<file path="src/rtl/lsb_queue.sv">
// lsb_queue: multi-entry in-order load/store buffer between the ROB and the
// memory controller. Ops are issued strictly from the head of a circular
// queue; loads issue as soon as they reach the head, while stores wait for
// the ROB commit. Committed stores are retained across a flush.
module lsb_queue #(
    parameter int DEPTH = 8,
    parameter int ROB_W = 6,
    parameter int PTR_W = 3
) (
    input  logic             clk,
    input  logic             rst,
    input  logic             rdy,
    input  logic             in_valid,
    input  logic [ROB_W-1:0] in_rob_index,
    input  logic [5:0]       in_opcode,
    input  logic             in_is_store,
    input  logic [31:0]      in_addr,
    input  logic [31:0]      in_sdata,
    output logic             full,
    input  logic             commit_valid,
    input  logic [ROB_W-1:0] commit_rob_index,
    input  logic             flush,
    output logic             mem_valid,
    output logic             mem_ls,
    output logic [5:0]       mem_opcode,
    output logic [31:0]      mem_addr,
    output logic [31:0]      mem_sdata,
    input  logic             mem_done,
    input  logic [31:0]      mem_ldata,
    output logic             res_valid,
    output logic [ROB_W-1:0] res_rob_index,
    output logic [31:0]      res_data
);

    localparam int CNT_W = PTR_W + 1;

    typedef struct packed {
        logic             vld;
        logic             cmt;
        logic             st;
        logic [ROB_W-1:0] rob;
        logic [5:0]       op;
        logic [31:0]      addr;
        logic [31:0]      sdata;
    } entry_t;

    typedef enum logic {S_IDLE, S_BUSY} state_t;

    entry_t             r_q [DEPTH];
    logic [PTR_W-1:0]   r_head;
    logic [PTR_W-1:0]   r_tail;
    logic [CNT_W-1:0]   r_count;
    logic [CNT_W-1:0]   r_ccnt;
    state_t             r_state;

    logic               r_mem_valid;
    logic               r_mem_ls;
    logic [5:0]         r_mem_opcode;
    logic [31:0]        r_mem_addr;
    logic [31:0]        r_mem_sdata;
    logic [ROB_W-1:0]   r_mem_rob;
    logic               r_res_valid;
    logic [ROB_W-1:0]   r_res_rob;
    logic [31:0]        r_res_data;

    logic               w_full;
    logic               w_enq;
    logic               w_pop;
    logic [DEPTH-1:0]   w_cmt_hit;
    logic               w_cmt_any;
    logic               w_head_ok;
    logic               w_issue;
    logic [PTR_W-1:0]   w_head_nxt;
    logic [CNT_W-1:0]   w_ccnt_nxt;
    entry_t             w_hd;

    assign w_full = (r_count == CNT_W'(DEPTH));
    assign w_hd   = r_q[r_head];

    // Enqueue is blocked by flush; full is evaluated before any pop.
    assign w_enq = rdy && in_valid && !w_full && !flush;

    // A flush aborts an in-flight load, so its completion never pops.
    assign w_pop = rdy && (r_state == S_BUSY) && mem_done && !(flush && r_mem_ls);

    // Head may issue if it is a load or an already-committed store.
    assign w_head_ok = w_hd.vld && (!w_hd.st || w_hd.cmt);
    assign w_issue   = rdy && (r_state == S_IDLE) && !flush && w_head_ok;

    // Commit tag match against every valid store entry.
    always_comb begin
        w_cmt_hit = '0;
        for (int i = 0; i < DEPTH; i++) begin
            w_cmt_hit[i] = rdy && commit_valid && r_q[i].vld && r_q[i].st &&
                           (r_q[i].rob == commit_rob_index);
        end
    end
    assign w_cmt_any = |w_cmt_hit;

    assign w_head_nxt = r_head + PTR_W'(w_pop);
    assign w_ccnt_nxt = r_ccnt + CNT_W'(w_cmt_any) - CNT_W'(w_pop && !r_mem_ls);

    // Queue storage, pointers, occupancy and committed-store count.
    always_ff @(posedge clk) begin
        if (rst) begin
            for (int i = 0; i < DEPTH; i++) r_q[i] <= '0;
            r_head  <= '0;
            r_tail  <= '0;
            r_count <= '0;
            r_ccnt  <= '0;
        end else if (rdy) begin
            for (int i = 0; i < DEPTH; i++) begin
                if (w_cmt_hit[i]) r_q[i].cmt <= 1'b1;
                // Committed stores form a prefix from head; everything else dies.
                if (flush && !(r_q[i].cmt || w_cmt_hit[i])) begin
                    r_q[i].vld <= 1'b0;
                    r_q[i].cmt <= 1'b0;
                end
            end
            if (w_pop) begin
                r_q[r_head].vld <= 1'b0;
                r_q[r_head].cmt <= 1'b0;
            end
            if (w_enq) begin
                r_q[r_tail] <= '{vld: 1'b1, cmt: 1'b0, st: in_is_store,
                                 rob: in_rob_index, op: in_opcode,
                                 addr: in_addr, sdata: in_sdata};
            end
            r_head <= w_head_nxt;
            r_ccnt <= w_ccnt_nxt;
            if (flush) begin
                r_tail  <= w_head_nxt + w_ccnt_nxt[PTR_W-1:0];
                r_count <= w_ccnt_nxt;
            end else begin
                if (w_enq) r_tail <= r_tail + PTR_W'(1);
                r_count <= r_count + CNT_W'(w_enq) - CNT_W'(w_pop);
            end
        end
    end

    // Issue FSM with registered memory-request and load-result outputs.
    always_ff @(posedge clk) begin
        if (rst) begin
            r_state      <= S_IDLE;
            r_mem_valid  <= 1'b0;
            r_mem_ls     <= 1'b0;
            r_mem_opcode <= '0;
            r_mem_addr   <= '0;
            r_mem_sdata  <= '0;
            r_mem_rob    <= '0;
            r_res_valid  <= 1'b0;
            r_res_rob    <= '0;
            r_res_data   <= '0;
        end else if (rdy) begin
            case (r_state)
                S_IDLE: begin
                    r_res_valid <= 1'b0;
                    if (w_issue) begin
                        r_mem_valid  <= 1'b1;
                        r_mem_ls     <= !w_hd.st;
                        r_mem_opcode <= w_hd.op;
                        r_mem_addr   <= w_hd.addr;
                        r_mem_sdata  <= w_hd.sdata;
                        r_mem_rob    <= w_hd.rob;
                        r_state      <= S_BUSY;
                    end
                end
                S_BUSY: begin
                    if (flush && r_mem_ls) begin
                        // Memory aborts the load; any late done is ignored in IDLE.
                        r_mem_valid <= 1'b0;
                        r_state     <= S_IDLE;
                    end else if (mem_done) begin
                        r_mem_valid <= 1'b0;
                        r_state     <= S_IDLE;
                        r_res_valid <= r_mem_ls;
                        if (r_mem_ls) begin
                            r_res_rob  <= r_mem_rob;
                            r_res_data <= mem_ldata;
                        end
                    end
                end
                default: r_state <= S_IDLE;
            endcase
            if (flush) r_res_valid <= 1'b0;
        end
    end

    assign full          = w_full;
    assign mem_valid     = r_mem_valid;
    assign mem_ls        = r_mem_ls;
    assign mem_opcode    = r_mem_opcode;
    assign mem_addr      = r_mem_addr;
    assign mem_sdata     = r_mem_sdata;
    assign res_valid     = r_res_valid;
    assign res_rob_index = r_res_rob;
    assign res_data      = r_res_data;

endmodule

</file>
<file path="config.mk">
export PLATFORM = sky130hd
export DESIGN_NAME = lsb_queue
export DESIGN_NICKNAME = d
export VERILOG_FILES = /design/src/rtl/lsb_queue.sv
export SDC_FILE = /design/constraint.sdc
export NUM_CORES = 1
export LEC_CHECK = 0
export BUFFER_PORTS_ARGS = -buffer_cell sky130_fd_sc_hd__buf_2
export CORE_MARGIN = 2
export CORE_UTILIZATION = 38
export DETAILED_ROUTE_END_ITERATION = 16
export HOLD_SLACK_MARGIN = 0.03
export PLACE_DENSITY = 0.5
export SLEW_MARGIN = 20
export SYNTH_ARGS = -nofsm -noshare
export SYNTH_HDL_FRONTEND = slang
export SYNTH_SLANG_ARGS = --single-unit
</file>
<file path="constraint.sdc">
create_clock -name clk -period 5 [get_ports clk]
set_clock_uncertainty 0.05 [all_clocks]
set_input_delay 0.5 -clock clk [delete_from_list [all_inputs] [get_ports clk]]
set_output_delay 0.5 -clock clk [all_outputs]
set_load 0.01 [all_outputs]
</file>
# ---- Yosys cells after proc, flatten, opt, wreduce, memory -nomap -nowiden
# Memories as Yosys holds them, arrays and structs flattened. A register that Yosys moved wholly into a read port is not among the register bits.
# Cells that the tools add are included.
dict set report classes {
  bitwise 26
  n_div 0
  n_addsub 7
  eq_ne 13
  mux 115
  shifts 0
  n_lt_le_gt_ge 0
  n_reduce_logical 74
  n_mul 0
}
# op n
set ops {}
lappend ops {{$mux 1} 107}
lappend ops {{$eq 6x6->1} 8}
lappend ops {{$logic_and 1x1->1} 45}
lappend ops {{$or 1x1->1} 24}
lappend ops {{$logic_not 1->1} 13}
lappend ops {{$mux 3} 4}
lappend ops {{$logic_or 1x1->1} 9}
lappend ops {{$reduce_and 3->1} 3}
lappend ops {{$add 4x1->4} 2}
lappend ops {{$reduce_or 8->1} 1}
lappend ops {{$sub 4x1->4} 2}
lappend ops {{$ne 3x3->1 const B} 2}
lappend ops {{$pmux 1 s2} 3}
lappend ops {{$reduce_and 5->1} 1}
lappend ops {{$eq 4x4->1 const B} 1}
lappend ops {{$mux 4} 1}
lappend ops {{$add 3x1->3} 1}
lappend ops {{$add 3x1->3 const B} 1}
lappend ops {{$add 3x3->3} 1}
lappend ops {{$ne 3x2->1 const B} 1}
lappend ops {{$ne 2x2->1 const B} 1}
lappend ops {{$not 1->1} 2}
lappend ops {{$reduce_and 2->1} 1}
lappend ops {{$reduce_bool 2->1} 1}
dict set report totals {
  mem_bits_rw 632
  register_bits 132
  rom_bits 0
  memories 1
  wordCells 250
  out_inout_bits 112
  latch_bits 0
}
# name depth word_bits rd rd_ports_with_merged_regs write_ports line
set mem_list {}
lappend mem_list {r_q 8 79 9 1 10 49} ;# entry_t r_q [DEPTH];

# ---- Depth between registers and ports, before layout
# Gate-level depths: netlist (run 1).
dict set report logic_depth {
  depth_word 12
  depth_mapped 15
  depth_no_buf 14
}

# ---- Worst setup path after synthesis (run 1)
# OpenSTA, ideal clock, no wires.
dict set report synth_timing {
  path_kind {in2reg}
  startpoint {input commit_rob_index[4]}
  endpoint {register r_tail[2]}
  arrival_ps 3617
  setup_ps 119
  stages 15
  path_slack_ps 1214
  n_path_buf 1
  required_time_ps 4831
  path_cell_list {clkbuf_1 -> xnor2_1 -> nand3_1 -> nor4_1 -> nor4_1 -> and3_1 -> ha_1 -> inv_1 -> ha_1 -> ha_1 -> fa_1 -> xor2_1 -> xnor2_1 -> xnor2_1 -> o221a_2}
}
dict set report synth_between {
  elab_chain_len 7
  word_cells_on_any_way 21
  cone_classes {add/sub (3); eq/ne (8); mux (1); reduce/logical (9)}
}
# element line
set synth_rtl {}
lappend synth_rtl {{from (decl)} 21} ;# input logic [ROB_W-1:0] commit_rob_index,
lappend synth_rtl {{$eq 6x6->1} 95} ;# (r_q[i].rob == commit_rob_index);
lappend synth_rtl {{$logic_and 1x1->1} 94} ;# w_cmt_hit[i] = rdy && commit_valid && r_q[i].vld && r_q[i].st &&
lappend synth_rtl {{$reduce_or 8->1 *} 98} ;# assign w_cmt_any = |w_cmt_hit;
lappend synth_rtl {{$add 4x1->4 *} 101} ;# assign w_ccnt_nxt = r_ccnt + CNT_W'(w_cmt_any) - CNT_W'(w_pop && !r_mem_ls);
lappend synth_rtl {{$sub 4x1->4 *} 101}
lappend synth_rtl {{net w_ccnt_nxt[0]} 74} ;# logic [CNT_W-1:0] w_ccnt_nxt;
lappend synth_rtl {{$add 3x3->3 *} 132} ;# r_tail <= w_head_nxt + w_ccnt_nxt[PTR_W-1:0];
lappend synth_rtl {{$mux 3 *} 131} ;# if (flush) begin
lappend synth_rtl {{to (signal assigned)} 132}
lappend synth_rtl {{to (signal assigned)} 135} ;# if (w_enq) r_tail <= r_tail + PTR_W'(1);
lappend synth_rtl {{to (decl)} 51} ;# logic [PTR_W-1:0] r_tail;
# Mark *: on every way through the listed nets, which the timed path passes. The rest lies on a longest branch.
# A chain may end at the register's enable or synchronous reset.

==> reports/metrics.yaml, run 1 <==
outcome:
  outcome: "completed"
run:
  max_cap_viol_count: 0
yosys:
  synthArstFlopShare_pct: 0
  yosysUniqueCellTypes: 50
  syn_inst: 2324
  synth_area_leaders: "edfxtp_1, and2_1, mux4_2"
  synth_top_area_share_pct: 54.9
  synth_common_cells: "and2_1, edfxtp_1, mux4_2, dfxtp_1, a21oi_1"
  syn_area_per_cell_um2: 14.5
  synthXorXnorAreaFrac_pct: 1.53
  synth_most_common_cell: "and2_1"
  synth_ff_type: "edfxtp_1"
  ys_ff_latch: 767
  netlist_area_um2: 33700
  yosysTopAreaCell: "edfxtp_1"
  synth-compound-area-share_pct: 4.64
  yosysWarnings: 0
  syn-num-nets: 2462
  synthAdderAreaFrac_pct: 0.639
  synth_top_family_by_area: "simple AND/OR/NAND/NOR gates"
  synth_edf_count: 616
  ys_seq_area_share_pct: 63.9
  synthSimpleGateAreaFrac_pct: 14.0
  muxShareOfSynthArea_pct: 13.0
finish:
  fin_util_pct: 44.4
  fillers: 7930
  ff_latch_area_um2: 21500
  area_delta_synth_final_pct: 16.2
  multi_input_area_um2: 11500
  drive_gt1_share_pct: 22.5
  nNetsFinal: 2677
  fin_cells: 3781
pwr:
  power_frac_comb_pct: 5.1
  switching_share_pct: 22.0
  seqPwrFrac_pct: 50.8
  p_int_uw: 11000
  power.density_nw_per_um2: 360
  clkPwrFrac_pct: 44.1
  p_leak_uw: 0.0140
  power_uw: 14100
  switchingPower_uw: 3100
  ir_drop_mv: 0.271
worst_hold_path:
  hp-start: "mem_ldata[27]"
  whs_endpoint: "res_data[27]"
  hp-class: "primary input to flip-flop"
  hold_depth: 3
clocking:
  postCtsSetupBuffers: 0
  root_buffer: "clkbuf_16"
  htree_num_levels: 3
  clk_latency_ns: 0.64
  cts.clk_slew.worst_paths_ns: 0.06
  numCtsBuffers: 86
  cts_sinks: 767
  cts_tree: "yes"
  clockBufferDepth: 3
global_route:
  grt_pass1_vias: 20900
  antenna_found_initial: 22
  grt_usage_pct: 21.2
  grt_pass1_wl_um: 141000
  grt_max_degree: 79
  grt-ovfl-total: 0
detailed_routing:
  drc: 0
  routed_wl_um: 96600
  vias: 20100
  wl_per_cell_um: 25.5
  via_per_inst: 5.31
  dr.first_iter.drc_count: 1529
  drtAntennaViolNets: 0
  drtPass1Iterations: 5
floorplanning:
  start_util_pct: 38.2
  chipWidth_um: 302
  dieHeight_um: 302
  die_area_um2: 91100
  io_pins: 234
  coreArea_um2: 88100
  placementRows: 109
sta:
  setup_viol: 0
  timing.final.crit_share_pct: 76.0
  hold_viol: 0
  fmax_mhz: 263
  slew_violations: 0
  maxSlewHeadroom_pct: 23.7
  worst_slew_pin_slew_ns: 1.14
  fin_crit_ns: 3.80
  setup_tns_ns: 0
  rsz0062_at_grt: "no"
setup_path:
  cp_max_fo: 3
  reg2reg_depth: 14
  required_ns: 5.47
  cp-start-kind: "flip-flop"
  rr_startpoint: "r_q[6][74]"
  r2r_end: "r_tail[2]"
  rrSetupSlack_ns: 1.20
  cp-end-kind: "flip-flop"
  path_class: "flip-flop to flip-flop"
  crit_arrival_ns: 4.27
placed_design:
  dpl.hpwl_um: 51400
  gp_congestion: 0.873
  numPortBuffers: 233
  dp_cells: 3595
-- flip-flops by register name, indices dropped and copies added, names as in the netlist, named ones only --
signal         count
r_count            4
mem_ls             1
mem_sdata         32
r_head             3
r_q              632
mem_valid          1
r_state            1
mem_opcode         6
r_ccnt             4
mem_addr          32
res_valid          1
r_mem_rob          6
r_tail             3
res_data          32
res_rob_index      6
-- routing by layer --
layer	vias to the layer above	wire, um	share of wire, %	global-route usage [%]
met1	10300	41500	43	27.9
met2	581	47200	49	36.1
met4	24	1970	2.0	5.13
li1	8975	-	-	-
met5	-	160	0.17	0
met3	152	5750	5.9	4.21
-- critical path, stage by stage (launching register included) --
cell and delay [ns]:
edfxtp_1 0.44, xnor2_1 0.18, nand3_1 0.11, nor4_1 0.51, nor2_1 0.13, and3_1 0.20, ha_1 0.28, inv_1 0.05
ha_1 0.32, ha_1 0.24, fa_1 0.43, xor2_1 0.18, xnor2_1 0.14, xnor2_1 0.14, o221a_2 0.27
-- power groups by stage --
stage               Clock (uW)  Combinational [uW]  Sequential (uW)
finish                    6220                 714             7160
global route              6600                 777             7180
CTS                       6350                 727             7170
detailed placement           0                 712             7300
global placement             0                 707             7290
floorplan                    0                 390             7270
-- worst max path at each step --
| stage | from | endpoint |
|---|---|---|
| after floorplan | commit_rob_index[4] | r_tail[2] |
| after global placement | commit_rob_index[4] | r_tail[2] |
| after detailed placement | commit_rob_index[4] | r_tail[2] |
| after CTS | r_q[5][74] | r_tail[2] |
| after global routing | r_q[4][71] | r_tail[2] |
| final | r_q[6][74] | r_tail[2] |
-- cell type report --
type	instances	share of cell area, %
Multi-Input combinational cell	1372	29.4
Timing Repair Buffer	299	4.71
Sequential cell	767	55.0
Clock buffer	134	6.50
Clock inverter	27	0.578
Tap cell	1165	3.72
Antenna cell	4	0.0256
Inverter	13	0.125
-- kinds of logic (layout without fill, tap and decap cells) --
kind of cell / after synthesis / in the layout
multiplexers: 244 / 244
AND/OR/NAND/NOR: 802 / 802
buffers and inverters: 185 / 473
XOR/XNOR: 59 / 59
other: 0 / 4
flip-flops: 767 / 767
AO/OA/AOI/OAI: 251 / 251
adder cells (fa/ha/maj): 16 / 16
-- cell usage in the layout, fill, tap and decap left out, types with 9 or more instances in the layout --
cell type	Yosys	final
a211oi_1	83	83
a21oi_1	129	129
and2_1	619	618
buf_12	0	10
buf_2	31	232
buf_4	4	35
clkbuf_1	124	29
clkbuf_16	0	89
clkbuf_8	0	14
clkinv_1	0	10
clkinv_2	0	9
dfxtp_1	151	148
dlygate4sd3_1	0	21
edfxtp_1	616	616
ha_1	14	14
inv_1	13	13
mux2i_1	87	87
mux4_2	155	155
nand2_1	87	87
nand3_1	12	12
nor2_1	32	27
o21ai_0	15	15
xnor2_1	37	37
xor2_1	22	22
-- through the flow --
step / hold WS [ns] / setup slack (ns) / cell area, um2
floorplan: 0.382 / 1.21 / 33700
global placement: 0.389 / 0.915 / 36200
detailed placement: 0.395 / 0.903 / 36200
CTS: 0.0311 / 1.21 / 39100
global route: 0.0489 / 0.998 / 39200
finish: 0.0652 / 1.20 / 39200
-- what timing repair did --
action | CTS | global route
resized for setup | 0 | 0
hold buffers | 21 | 0
hold endpoints to repair | 21 | 0
Power figures use the tool's default switching activity.
==> run 2: changes to the inputs <==
- PLACE_DENSITY: 0.5 -> 0.52
- clock period: 5 -> 3.25 ns (I/O delays scaled with it)
==> reports/metrics.yaml, run 2 (synthesis results as in run 1) <==
outcome:
  outcome: "completed"
setup_path:
  cp_top_family: "adder cells"
  worstPathCellList: "xnor2_1, nand3_1, nor4_4, nor4_2, and3_4, ha_4, inv_2, ha_4, ha_4, fa_2, xor2_1, xnor2_1, xnor2_1, o221a_2"
  path_class: "flip-flop to flip-flop"
  critical_path.max_stage_delay_ns: 0.40
  critPathSlowestCell: "edfxtp_1"
  cp-start-kind: "flip-flop"
  crit_arrival_ns: 3.71
  cp-end-kind: "flip-flop"
  required_ns: 3.71
  cp_max_fo: 2
  cp_num_buf_inv: 1
global_route:
  grt_pass1_wl_um: 140000
  grt-ovfl-total: 0
  grt_max_degree: 80
  antenna_found_initial: 9
  grt_pass1_vias: 21100
  grt_usage_pct: 20.9
placed_design:
  dp_cells: 3630
  numPortBuffers: 233
  dpl.hpwl_um: 52000
  gp_congestion: 0.812
  detailedPlace.worstSlack_ns: -0.468
finish:
  fin_cells: 3903
  nNetsFinal: 2801
  drive_gt1_share_pct: 23.5
  largest_register_ffs: 632
  fillers: 7863
  final_common_cell: "and2_1"
  fin_util_pct: 46.3
  most-common-layout-cells: "and2_1, edfxtp_1, buf_2"
  area_delta_synth_final_pct: 21.1
  regMostFlops: "r_q"
clocking:
  htree_num_levels: 3
  clockBufferDepth: 3
  root_buffer: "clkbuf_16"
  clk_latency_ns: 0.63
  cts.clk_slew.worst_paths_ns: 0.06
  cts_sinks: 767
  cts_tree: "yes"
  numCtsBuffers: 85
pwr:
  switching_share_pct: 22.0
  power.density_nw_per_um2: 532
  p_leak_uw: 0.0147
  switchingPower_uw: 4770
  clkPwrFrac_pct: 43.3
  p_int_uw: 16900
  ir_drop_mv: 0.385
  power_frac_comb_pct: 5.9
  seqPwrFrac_pct: 50.7
sta:
  hold_viol: 0
  worst_slew_pin_slew_ns: 0.792
  slew_violations: 0
  setup_tns_ns: 0
  maxSlewHeadroom_pct: 47.2
  rsz0062_at_grt: "yes"
  timing.final.crit_share_pct: 99.7
  fmax_mhz: 309
  post-route-worst-setup-slack_ns: 0.00975
  setup_viol: 0
  fin_crit_ns: 3.24
detailed_routing:
  routed_wl_um: 95100
  drc: 0
  dr.first_iter.drc_count: 1655
  via_per_inst: 5.24
  wl_per_cell_um: 24.4
  vias: 20400
  drtAntennaViolNets: 0
  drtPass1Iterations: 5
floorplanning:
  start_util_pct: 38.2
  coreArea_um2: 88100
  io_pins: 234
  placementRows: 109
  die_area_um2: 91100
  dieHeight_um: 302
  chipWidth_um: 302
run:
  max_cap_viol_count: 0
worst_hold_path:
  hp-class: "primary input to flip-flop"
==> run 2: changes by cell type in the layout (fill, tap and decap cells not counted), moves of 3 or more <==
| cell | previous run | this run |
|---|---|---|
| buf_4 | 35 | 44 |
| xnor2_1 | 37 | 33 |
| ha_4 | 0 | 3 |
| ha_1 | 14 | 11 |
| buf_12 | 10 | 40 |
| xnor2_2 | 0 | 4 |
| dlygate4sd3_1 | 21 | 108 |
| nor4_2 | 0 | 6 |
| nor4_1 | 8 | 0 |
==> run 2: cell type report <==
cell class                      count  area, um2  area share (%)
Inverter                           13       48.8           0.120
Antenna cell                        3       7.51          0.0184
Clock buffer                      129       2480            6.08
Tap cell                         1165       1460            3.57
Sequential cell                   767      21500            52.8
Timing Repair Buffer              424       3370            8.27
Clock inverter                     30        246           0.604
Multi-Input combinational cell   1372      11600            28.6
==> run 2: worst register-to-register path, delay by kind of cell (launching register included) <==
family	cells	cell delay, ns
AO/OA/AOI/OAI	1	0.27
buffers and inverters	1	0.04
adder cells (fa/ha/maj)	4	1.01
AND/OR/NAND/NOR	4	0.73
XOR/XNOR	4	0.63
flip-flops	1	0.40
==> run 2: power by group through the flow <==
stage | clock, uW | sequential [uW] | combinational (uW)
after floorplan | 0 | 11200 | 612
after global placement | 0 | 11200 | 1170
after detailed placement | 0 | 11200 | 1180
after CTS | 9650 | 11000 | 1310
after global routing | 10000 | 11000 | 1390
final | 9410 | 11000 | 1290
==> run 2: worst paths after layout <==
path,from,end,slack [ns],cells after the start
worst max-delay path,r_q[2][73],r_tail[2],0.01,14
worst min register to register,r_mem_rob[3],res_rob_index[3],0.40,2
worst min-delay path,in_is_store,r_q[0][76],0.09,2
worst max register to register,r_q[2][73],r_tail[2],0.01,14
==> run 2: what timing repair did <==
action	in CTS	in global routing
hold endpoints to repair	629	0
buffers inserted	3	0
endpoints found under the setup margin	1	1
hold buffers	108	0
pin swaps	17	0
resized for setup	10	4
==> run 2: stage by stage <==
step,instance area (um2),total power [uW],hold slack [ns]
6_report,40800,21700,0.0860
5_1_grt,40800,22500,0.0782
4_1_cts,40800,22000,0.0392
3_5_place_dp,36900,12400,0.391
3_3_place_gp,36900,12400,0.390
2_1_floorplan,33800,11800,0.382
==> run 2: metal layers <==
layer	share of wire (%)	track usage, %
met1	44	28.2
met3	5.3	3.14
met2	49	35.4
met4	1.9	5.47
met5	0.080	0
==> run 3: changes to the inputs <==
- CORE_ASPECT_RATIO: unset -> 1.75
==> reports/metrics.yaml, run 3 (synthesis results as in run 1) <==
sta:
  slew_violations: 0
  timing.final.crit_share_pct: 98.4
  rsz0062_at_grt: "yes"
  hold_ws_ns: 0.159
  fin_crit_ns: 3.20
  fmax_mhz: 313
  post-route-worst-setup-slack_ns: 0.0525
  setup_viol: 0
  hold_viol: 0
  maxSlewHeadroom_pct: 26.4
  worst_slew_pin_slew_ns: 1.10
finish:
  nNetsFinal: 2792
  drive_gt1_share_pct: 23.5
  largest_register_ffs: 632
  final_common_cell: "and2_1"
  regMostFlops: "r_q"
  most-common-layout-cells: "and2_1, edfxtp_1, buf_2"
  area_delta_synth_final_pct: 20.4
  fillers: 7961
floorplanning:
  chipWidth_um: 229
  start_util_pct: 38.3
  io_pins: 234
  coreArea_um2: 87900
  die_area_um2: 91200
  placementRows: 144
  dieHeight_um: 398
global_route:
  grt_pass1_vias: 22200
  grt_pass1_wl_um: 143000
  antenna_found_initial: 11
  grt_max_degree: 90
  grt_usage_pct: 21.2
  grt-ovfl-total: 0
placed_design:
  detailedPlace.worstSlack_ns: -0.397
  numPortBuffers: 233
  gp_congestion: 0.833
  dpl.hpwl_um: 53000
detailed_routing:
  drc: 0
  routed_wl_um: 96200
  wl_per_cell_um: 24.7
  drtPass1Iterations: 5
  vias: 20400
  drtAntennaViolNets: 0
  via_per_inst: 5.24
  dr.first_iter.drc_count: 1430
clocking:
  cts_sinks: 767
  numCtsBuffers: 75
  root_buffer: "clkbuf_16"
  cts_tree: "yes"
  cts.clk_slew.worst_paths_ns: 0.07
  htree_num_levels: 3
  clk_latency_ns: 0.67
  clockBufferDepth: 3
setup_path:
  cp_top_family: "adder cells"
  reg2reg_depth: 14
  cp-start-kind: "flip-flop"
  cp_max_fo: 2
  crit_arrival_ns: 3.70
  worstPathCellList: "xnor2_1, nand4_1, nor4_4, nor4_2, and3_4, ha_4, inv_2, ha_4, ha_4, fa_2, xor2_1, xnor2_1, xnor2_1, o221a_2"
  rrSetupSlack_ns: 0.05
  required_ns: 3.75
  cp_num_buf_inv: 1
  r2r_end: "r_tail[2]"
  critPathSlowestCell: "edfxtp_1"
  path_class: "flip-flop to flip-flop"
  cp-end-kind: "flip-flop"
  rr_startpoint: "r_q[7][73]"
  critical_path.max_stage_delay_ns: 0.42
run:
  max_cap_viol_count: 0
pwr:
  ir_drop_mv: 0.407
  p_leak_uw: 0.0146
  power.density_nw_per_um2: 520
worst_hold_path:
  hp-start: "rdy"
  hp-class: "primary input to flip-flop"
  whs_endpoint: "r_count[3]"
  hold_depth: 3
outcome:
  outcome: "completed"
[run 3: changes by cell type in the layout (fill, tap and decap cells not counted), sizes merged]
cell / previous run / this run
dlygate4sd3: 108 / 111
diode: 3 / 4
bufinv: 3 / 5
inv: 15 / 16
clkinv: 23 / 27
buf: 316 / 314
clkinvlp: 2 / 7
clkbuf: 129 / 98
[run 3: how the worst max path moves through the flow]
| stage | startpoint | endpoint | cells past startpoint |
|---|---|---|---|
| global placement | commit_rob_index[3] | r_tail[2] | 15 |
| CTS | r_q[4][72] | r_tail[2] | 14 |
| floorplan | commit_rob_index[4] | r_tail[2] | 14 |
| finish | r_q[7][73] | r_tail[2] | 14 |
| global route | r_q[7][73] | r_tail[2] | 14 |
| detailed placement | commit_rob_index[3] | r_tail[2] | 15 |
[run 3: worst min-delay path: stages]
cell      delay (ns)
buf_2           0.11
buf_4           0.27
a211oi_1        0.11
[run 3: report_power, final]
group	total (uW)	switching [uW]	internal, uW	leakage [uW]
registers	11000	116	10900	0.00759
logic	1290	746	546	0.00579
clock network	8800	3940	4860	0.00118
total	21100	4810	16300	0.0146
[run 3: area by class of cell]
type / count / area, um2 / area share, %
sequential: 767 / 21500 / 53.1
multi-input combinational: 1372 / 11700 / 28.8
tap: 1168 / 1460 / 3.60
inverter: 13 / 48.8 / 0.120
timing repair buffer: 425 / 3380 / 8.33
clock inverter: 42 / 427 / 1.05
clock buffer: 98 / 2020 / 4.99
antenna: 4 / 10.0 / 0.0247
[run 3: per-layer routing]
| layer | vias to the layer above | global-route usage, % | wire length, um |
|---|---|---|---|
| li1 | 9209 | - | - |
| met3 | 148 | 3.25 | 4670 |
| met4 | 8 | 7.92 | 3020 |
| met2 | 592 | 38.8 | 50300 |
| met5 | - | 0 | 50 |
| met1 | 10400 | 24.9 | 38100 |
[run 3: repair_timing]
item	in CTS	in global routing
endpoints found under the setup margin	1	2
pin swaps	12	5
gates resized for setup	9	11
setup buffers	3	0
hold buffers	111	0
endpoints found under the hold margin	657	0
[run 3: per-stage QoR]
| stage | util [%] | instances | cell area, um2 | setup TNS (ns) | total power, uW |
|---|---|---|---|---|---|
| final | 46.1 | 3889 | 40600 | 0 | 21100 |
| after global routing | 46.1 | 3888 | 40600 | -0.140 | 21800 |
| after CTS | 46.0 | 3885 | 40500 | 0 | 21400 |
| after detailed placement | 41.9 | 3631 | 36800 | -0.468 | 12400 |
| after global placement | 41.9 | 3631 | 36800 | -0.471 | 12400 |
| after floorplan | - | 2324 | 33800 | -0.0264 | 11800 |
